File: src/rtl/dmem_pkg.sv
// dmem_pkg: shared state, mode and default-parameter definitions for duplex_mem_sched.
// Revision 1.0
`default_nettype none

package dmem_pkg;

  typedef enum logic [2:0] {
    ST_DUPLEX    = 3'd0,
    ST_SIMPLEX_A = 3'd1,
    ST_SIMPLEX_B = 3'd2,
    ST_FAIL      = 3'd3,
    ST_RESYNC    = 3'd4
  } state_e;

  localparam logic [1:0] MODE_DUPLEX    = 2'd0;
  localparam logic [1:0] MODE_SIMPLEX_A = 2'd1;
  localparam logic [1:0] MODE_SIMPLEX_B = 2'd2;
  localparam logic [1:0] MODE_FAIL      = 2'd3;

  localparam int DEF_CNT_W      = 4;
  localparam int DEF_ERR_THRESH = 3;

endpackage

`default_nettype wire

File: src/rtl/duplex_mem_sched_err_sat_cnt.sv
// err_sat_cnt: saturating per-module error counter with look-ahead threshold hit.
// Revision 1.0
`default_nettype none

module err_sat_cnt #(
  parameter int CNT_W  = 4,
  parameter int THRESH = 3
) (
  input  logic             clk,
  input  logic             rst,
  input  logic             clr,
  input  logic             inc,
  output logic [CNT_W-1:0] cnt,
  output logic             hit
);

  localparam logic [CNT_W-1:0] C_CNT_MAX = '1;
  localparam logic [CNT_W-1:0] C_THR     = CNT_W'(THRESH);
  localparam logic             C_THR_EN  = (THRESH != 0);

  logic [CNT_W-1:0] w_next;

  assign w_next = (cnt == C_CNT_MAX) ? cnt : cnt + 1'b1;

  // Hit is judged on the post-increment value so the scheduler can switch in the same cycle.
  assign hit = C_THR_EN && inc && (w_next == C_THR);

  always_ff @(posedge clk) begin
    if (rst || clr) begin
      cnt <= '0;
    end else if (inc) begin
      cnt <= w_next;
    end
  end

endmodule

`default_nettype wire

File: src/rtl/duplex_mem_sched.sv
// duplex_mem_sched: per-channel A/B duplex memory scheduler with simplex fallback and resync.
// Revision 1.0
`default_nettype none

module duplex_mem_sched
  import dmem_pkg::*;
#(
  parameter int CNT_W      = DEF_CNT_W,
  parameter int ERR_THRESH = DEF_ERR_THRESH
) (
  input  logic             clk,
  input  logic             rst,
  input  logic             cyc_valid,
  input  logic             err_a,
  input  logic             err_b,
  input  logic             cmp_miss,
  input  logic             reinit,
  input  logic             sync_done,
  output logic             sel_a,
  output logic             sel_b,
  output logic             use_b,
  output logic [1:0]       mode,
  output logic [2:0]       state,
  output logic [CNT_W-1:0] err_cnt_a,
  output logic [CNT_W-1:0] err_cnt_b,
  output logic             switch_p,
  output logic             dbl_err_p,
  output logic             miscmp_p,
  output logic             resync_req,
  output logic             halt
);

  state_e st_q;

  logic w_dup_valid;
  logic w_inc_a;
  logic w_inc_b;
  logic w_clr;
  logic w_hit_a;
  logic w_hit_b;

  // reinit in the same cycle as an access discards that access's results.
  assign w_dup_valid = (st_q == ST_DUPLEX) && cyc_valid && !reinit;
  assign w_inc_a     = w_dup_valid && err_a && !err_b;
  assign w_inc_b     = w_dup_valid && err_b && !err_a;
  assign w_clr       = ((st_q == ST_DUPLEX) && reinit) || ((st_q == ST_RESYNC) && sync_done);

  assign state = st_q;

  err_sat_cnt #(.CNT_W(CNT_W), .THRESH(ERR_THRESH)) u_cnt_a (
    .clk (clk),
    .rst (rst),
    .clr (w_clr),
    .inc (w_inc_a),
    .cnt (err_cnt_a),
    .hit (w_hit_a)
  );

  err_sat_cnt #(.CNT_W(CNT_W), .THRESH(ERR_THRESH)) u_cnt_b (
    .clk (clk),
    .rst (rst),
    .clr (w_clr),
    .inc (w_inc_b),
    .cnt (err_cnt_b),
    .hit (w_hit_b)
  );

  always_ff @(posedge clk) begin
    if (rst) begin
      st_q       <= ST_DUPLEX;
      sel_a      <= 1'b1;
      sel_b      <= 1'b1;
      use_b      <= 1'b0;
      mode       <= MODE_DUPLEX;
      switch_p   <= 1'b0;
      dbl_err_p  <= 1'b0;
      miscmp_p   <= 1'b0;
      resync_req <= 1'b0;
      halt       <= 1'b0;
    end else begin
      switch_p  <= 1'b0;
      dbl_err_p <= 1'b0;
      miscmp_p  <= 1'b0;
      case (st_q)
        ST_DUPLEX: begin
          use_b <= 1'b0;
          if (w_dup_valid) begin
            if (err_a && err_b) begin
              dbl_err_p <= 1'b1;
            end else if (err_a) begin
              use_b <= 1'b1;
              if (w_hit_a) begin
                st_q     <= ST_SIMPLEX_B;
                sel_a    <= 1'b0;
                mode     <= MODE_SIMPLEX_B;
                switch_p <= 1'b1;
              end
            end else if (err_b) begin
              if (w_hit_b) begin
                st_q     <= ST_SIMPLEX_A;
                sel_b    <= 1'b0;
                mode     <= MODE_SIMPLEX_A;
                switch_p <= 1'b1;
              end
            end else if (cmp_miss) begin
              miscmp_p <= 1'b1;
            end
          end
        end
        ST_SIMPLEX_A: begin
          if (reinit) begin
            st_q       <= ST_RESYNC;
            resync_req <= 1'b1;
            halt       <= 1'b0;
            mode       <= MODE_FAIL;
          end else if (cyc_valid && err_a) begin
            st_q <= ST_FAIL;
            halt <= 1'b1;
            mode <= MODE_FAIL;
          end
        end
        ST_SIMPLEX_B: begin
          if (reinit) begin
            st_q       <= ST_RESYNC;
            resync_req <= 1'b1;
            halt       <= 1'b0;
            mode       <= MODE_FAIL;
          end else if (cyc_valid && err_b) begin
            st_q <= ST_FAIL;
            halt <= 1'b1;
            mode <= MODE_FAIL;
          end
        end
        ST_FAIL: begin
          if (reinit) begin
            st_q       <= ST_RESYNC;
            resync_req <= 1'b1;
            halt       <= 1'b0;
            // Keep the side with fewer recorded errors; ties go to B.
            if (err_cnt_a < err_cnt_b) begin
              sel_a <= 1'b1;
              sel_b <= 1'b0;
              use_b <= 1'b0;
            end else begin
              sel_a <= 1'b0;
              sel_b <= 1'b1;
              use_b <= 1'b1;
            end
          end
        end
        ST_RESYNC: begin
          if (sync_done) begin
            st_q       <= ST_DUPLEX;
            resync_req <= 1'b0;
            sel_a      <= 1'b1;
            sel_b      <= 1'b1;
            use_b      <= 1'b0;
            mode       <= MODE_DUPLEX;
          end
        end
        default: begin
          st_q <= ST_DUPLEX;
        end
      endcase
    end
  end

endmodule

`default_nettype wire

File: config.mk
export PLATFORM = sky130hd
export DESIGN_NAME = duplex_mem_sched
export DESIGN_NICKNAME = d
export VERILOG_FILES = /design/src/rtl/dmem_pkg.sv /design/src/rtl/duplex_mem_sched_err_sat_cnt.sv /design/src/rtl/duplex_mem_sched.sv
export SDC_FILE = /design/constraint.sdc
export NUM_CORES = 1
export LEC_CHECK = 0
export BUFFER_PORTS_ARGS = -buffer_cell sky130_fd_sc_hd__buf_2
export CAP_MARGIN = 20
export CORE_UTILIZATION = 57
export CTS_BUF_LIST = sky130_fd_sc_hd__clkbuf_4 sky130_fd_sc_hd__clkbuf_8 sky130_fd_sc_hd__clkbuf_16
export DETAILED_ROUTE_END_ITERATION = 10
export MAX_ROUTING_LAYER = met4
export PLACE_DENSITY = 0.83
export SLEW_MARGIN = 5
export SYNTH_ARGS = -nofsm -noshare
export SYNTH_HDL_FRONTEND = slang
export SYNTH_SLANG_ARGS = --single-unit
export TNS_END_PERCENT = 50
File: constraint.sdc
create_clock -name clk -period 4.8 [get_ports clk]
set_clock_uncertainty 0.2 [all_clocks]
set_input_delay 0.96 -clock clk [delete_from_list [all_inputs] [get_ports clk]]
set_output_delay 0.96 -clock clk [all_outputs]
set_load 0.1 [all_outputs]
After elaboration in Yosys (flattened, before gate mapping) --
Index checks and enable logic that the tools add are counted.
Storage, ports and cells: register bits 21, logic and storage cells 136, output and inout port bits 21
Operators by class: equal/unequal tests 23, $lt $le $gt $ge 1, multiplexer cells 62, $add $sub $neg 2, reductions and logical operators 34, bitwise logic cells 2
Operator list (number):
- two-way mux 3 bit | 12
- two-way mux 1 bit | 30
- two-way mux 2 bit | 11
- AND reduction 9 bit | 2
- one-hot mux 3 bit (5 select lines) | 1
- inequality test 2 bit, second input constant | 7
- logical AND 1 bit | 13
- one-hot mux 1 bit (3 select lines) | 4
- inequality test 3 bit, second input constant | 3
- adder 4 x 1 -> 4 bit, second input constant | 2
- == test 4 x 2 -> 1 bit, second input constant | 2
- == test 4 bit, second input constant | 2
- two-way mux 4 bit | 2
- one-hot mux 2 bit (4 select lines) | 1
- AND reduction 8 bit | 1
- AND reduction 7 bit | 1
- == test 3 x 2 -> 1 bit, second input constant | 2
- inequality test 2 x 1 -> 1 bit, second input constant | 3
- inequality test 3 x 2 -> 1 bit, second input constant | 2
- AND reduction 3 bit | 2
- nonzero test 3 bit | 2
- OR reduction 3 bit | 2
- OR reduction 6 bit | 1
- < comparator 4 bit | 1
- other kinds (11) | 15

Longest topological paths before layout --
depth after elaboration 12, gate-level depth with buffers 7, gate-level depth less buffers 7

Hierarchy --
A second synthesis with hierarchy kept.
Second synthesis, totals: cell total of the unflattened synthesis 157, area, all modules 1272.5 um^2
By module, submodules not included:
- duplex_mem_sched | seq. area each 260.2 um^2, area an instance 862.1 um^2, instances 1, cells an instance 109
- err_sat_cnt | seq. area each 80.1 um^2, area an instance 205.2 um^2, instances 2, cells an instance 24

Worst setup path before layout --
Ideal clock, no wire load.
path kind register to register, start register u_cnt_a.cnt[0], end register mode[0], slack 2.149 ns, arrival time 2.379 ns, cell stages (with the launch flop) 7, setup time 0.072 ns, clock period less this slack 2.651 ns, required time 4.528 ns, path through dfxtp_1 > ha_1 > xor2_1 > nor4b_2 > a311o_1 > and4_4 > mux2i_1
Between the ends: longest elaborated chain between the ends 6, elaborated cells between the ends (all ways) 7
RTL lines:
- from (decl) | RTL line duplex_mem_sched_err_sat_cnt.sv:13 | output logic [CNT_W-1:0] cnt,
- from (signal assigned) | RTL line duplex_mem_sched_err_sat_cnt.sv:32 | cnt <= w_next;
- adder 4 x 1 -> 4 bit / == test 4 bit (equally long branches) | RTL line duplex_mem_sched_err_sat_cnt.sv:23 | assign w_next = (cnt == C_CNT_MAX) ? cnt : cnt + 1'b1;
- two-way mux 4 bit (*) | RTL line duplex_mem_sched_err_sat_cnt.sv:23
- == test 4 x 2 -> 1 bit (*) | RTL line duplex_mem_sched_err_sat_cnt.sv:26 | assign hit = C_THR_EN && inc && (w_next == C_THR);
- logical AND 1 bit (*) | RTL line duplex_mem_sched_err_sat_cnt.sv:26
- inequality test 3 x 2 -> 1 bit (no source line) (*)
- AND reduction 9 bit (no source line) (*)
- to (signal assigned) | RTL line duplex_mem_sched.sv:74 | mode <= MODE_DUPLEX;
- to (signal assigned) | RTL line duplex_mem_sched.sv:95 | mode <= MODE_SIMPLEX_B;
- to (signal assigned) | RTL line duplex_mem_sched.sv:102 | mode <= MODE_SIMPLEX_A;
- to (decl) | RTL line duplex_mem_sched.sv:22 | output logic [1:0] mode,
Mark *: on every way between the ends. The rest lies on a longest branch, timed or not. A chain may end at the register's enable or synchronous reset.

Worst setup path in the final report --
start register st_q[2], in the netlist state[2], end output state[2]
RTL lines:
- from (decl) | RTL line duplex_mem_sched.sv:33 | state_e st_q;
- from (signal assigned) | RTL line duplex_mem_sched.sv:70 | st_q <= ST_DUPLEX;
- from (signal assigned) | RTL line duplex_mem_sched.sv:93 | st_q <= ST_SIMPLEX_B;
- from (signal assigned) | RTL line duplex_mem_sched.sv:100 | st_q <= ST_SIMPLEX_A;
- to (decl) | RTL line duplex_mem_sched.sv:23 | output logic [2:0] state,
No word-level cell between the ends.

==> results by stage <==
CTS:
- CTS built an H-tree with a depth of 1.
- The number of instances resized during post-cts repair is 0.
- The clock passes through at most 2 buffers.
- In this run the post-CTS setup repair buffer count came out at 0.
- Clock-pin slew was measured on the worst setup and hold paths at 110 ps.
- Buffers inserted to repair hold after CTS numbered 0.
- The buffer type at the clock tree root is sky130_fd_sc_hd__clkbuf_4.
- The number of clock buffers added by TritonCTS is 3.
- For the worst-skew pair, the clock arrives at the later sink with an insertion delay of 310 ps.
- The TritonCTS clock tree is yes.
- The CTS sink count is 21.

Drt:
- The number of remaining DRC errors is 0.
- The detail route stage leaves a number of antenna-violating nets equal to 0.
- The via count of the routed design is 1,304.
- The pre-antenna-repair detailed-routing pass consisted of 4 iterations.
- The routed via count divided by cell count is 6.01.
- Dividing the detail-routed wire length by the instance count gives 14.0 µm.
- Summed over all layers, the routed wires come to 3.05 mm.
- The initial detailed-routing violation count is 28.

Power:
- The maximum ir drop on the vdd rail is 0.164 mV.
- Dividing total power by cell area gives a power density of 255 nW/µm².
- The leakage dissipation is 0.680 nW.

Placed design:
- Input and output buffers added on the ports amount to 28.
- The routability congestion estimate is 0.856.
- The instance area after placement is 1480 µm².
- The placed wire-length estimate is 2.20 mm.

Critical path:
- The most critical setup path has its startpoint at state[2].
- Broken down by cell family, the worst path's largest delay share belongs to flip-flops.
- The critical path goes through buf_2.
- The largest driver fanout on the critical path is 23.
- The number of buffers and inverters on the critical path is 1.
- For this design, the slowest cell found on the critical path is sky130_fd_sc_hd__dfxtp_1.
- The data required time of the worst path is 3640 ps.
- STA classifies the critical path startpoint as a register.
- On the worst path, the slowest cell contributes a delay of 790 ps.
- The worst register-to-register path begins at state[1].
- The arrival time reported for the critical path endpoint is 1660 ps.
- The worst setup path category is reg2out.
- The endpoint type of the worst setup path is an output pin.

Synthesis:
- In the synthesized netlist the async set-or-reset flop fraction comes to 0.
- Synthesis produced 166 cells.
- Dividing the synthesized area by the synthesized cell count gives 8.10 µm².
- The synthesized design contains 0 enable-type register cells.
- The share of the Yosys chip area taken by registers is 0.313.
- The cell area that synthesis handed to floorplanning was 1340 µm².
- In this run, synthesis produced a sequential element count of 21.
- For this run, the leading register cell type out of synthesis is sky130_fd_sc_hd__dfxtp_1.
- For this run, the number of Yosys warnings is 0.
- The number of different library cells used by synthesis comes to 45.
- Synthesis produced a netlist with a net count of 179.

Global route:
- The overall overflow remaining after global route is 0.
- The overall routing resource usage is 0.286.
- Entering global routing, the biggest net connects 24 pins.
- The via count of the first global-routing pass is 1,211.
- The initial antenna violation count is 0.
- The first-pass GRT wire length is 5.33 mm.

Run status:
- The run finished with clean final reports.

Finish:
- The library cell used most frequently in the layout, excluding fill and tap cells, is sky130_fd_sc_hd__buf_2.
- The number of antenna diodes in the final layout is 0.
- For this run, the share of the core covered by cells in the final layout is 0.681.
- Summing all non-filler instances in the final layout gives an area of 1510 µm².
- Leaving out fill and tap cells, the most frequent cells in the layout are 28 x sky130_fd_sc_hd__buf_2, 21 x sky130_fd_sc_hd__dfxtp_1, 19 x sky130_fd_sc_hd__nor2_1.
- Compared with the post-synthesis result, the final layout area differs by 12.1%.
- The final-stage net count is 203.
- The share of layout cells above drive strength 1 is 0.201.

Floorplan:
- The vertical die dimension is 50.6 µm.
- The die is 50.6 µm wide.
- The die covers 2560 µm².
- The number of primary I/O pins is 29.
- The initial utilization of the core area, before any placement, comes to 0.607.
- The placeable core region is 2210 µm².
- The number of standard-cell rows in the floorplan is 17.

STA:
- The worst path in the final design needs a cycle of 2820 ps, including I/O delays and setup.
- Setup repair after global routing left no endpoint under its margin.
- At the pin with the least slew margin, the transition time is 701 ps.
- The highest clock rate is 355 MHz.
- Final hold analysis gives a worst-case slack of 291 ps.
- The max-slew violation count is 0.
- Setup violations remaining at the end of the flow were counted as 0.
- In the finished design, the share of the clock period the worst path needs comes to 0.587.
- The headroom to the max-slew limit is 0.532.
- In the final timing run, aggregate negative setup slack is 0 ps.
- The final-report hold violation count is 0.

Min path:
- The path class of the tightest hold or removal check is reg2reg.
- The worst hold path begins at sel_b.

Run:
- The max-capacitance violation count is 0.
per-stage QoR:
stage          total power, mW  instances  setup slack (ps)
2_1_floorplan            0.277        166              2150
3_5_place_dp             0.294        213              2210
5_1_grt                  0.404        217              1900
6_report                 0.384        217              1980
4_1_cts                  0.388        217              2000
3_3_place_gp             0.292        213              2320
path summary, 6_finish.rpt:
check	end	slack [ps]	cells past startpoint
max	state[2]	1980	1
min reg2reg	sel_b	290	2
min	sel_b	290	2
max reg2reg	mode[1]	2570	5
state kept, by name (all words and copies together), names as in the netlist:
signal	count
state	3
use_b	1
sel_b	1
miscmp_p	1
resync_req	1
sel_a	1
u_cnt_b.cnt	4
dbl_err_p	1
mode	2
switch_p	1
halt	1
u_cnt_a.cnt	4
layer usage:
layer / track usage / vias to the layer above / part of all wire
li1: - / 649 / -
met4: 0.171 / 0 / 0.031
met3: 0.0333 / 9 / 0.052
met2: 0.413 / 49 / 0.44
met1: 0.380 / 597 / 0.47
met5: - / - / 0
power by group:
part	internal, mW	leakage, nW	switching, mW
logic	0.0275	0.492	0.0759
registers	0.180	0.170	0.00763
clock network	0.0382	0.0184	0.0552
total	0.246	0.680	0.139
final cells by class:
cell class / instances / area [µm²]
timing repair buffer: 28 / 140
tap: 28 / 35.0
clock buffer: 4 / 30.0
sequential: 21 / 420
inverter: 7 / 26.3
multi-input combinational: 129 / 855
fill: 182 / 706
Yosys cell counts (4+ instances only):
master | count | area [µm²]
sky130_fd_sc_hd__nand4_1 | 4 | 25.0
sky130_fd_sc_hd__o21ai_0 | 5 | 25.0
sky130_fd_sc_hd__ha_1 | 5 | 62.6
sky130_fd_sc_hd__nor3_1 | 6 | 30.0
sky130_fd_sc_hd__nor2_1 | 19 | 71.3
sky130_fd_sc_hd__nand2_1 | 8 | 30.0
sky130_fd_sc_hd__nor3b_1 | 4 | 30.0
sky130_fd_sc_hd__mux2i_1 | 7 | 70.1
sky130_fd_sc_hd__inv_1 | 7 | 26.3
sky130_fd_sc_hd__nand2b_1 | 10 | 62.6
sky130_fd_sc_hd__buf_2 | 7 | 35.0
sky130_fd_sc_hd__dfxtp_1 | 21 | 420
sky130_fd_sc_hd__a21oi_1 | 18 | 90.1
logic make-up (layout without fill, tap and decap cells):
logic type                 Yosys count  count (layout)  synth area share
buffers and inverters               16              39            0.0512
muxes                                7               7            0.0521
xor gates and xnor gates             4               4            0.0261
adders and majority gates            5               5            0.0466
and+or+nand+nor                     68              68             0.295
AOI/OAI and AO/OA                   45              45             0.216
DFF                                 21              21             0.313
Power figures use the tool's default switching activity.
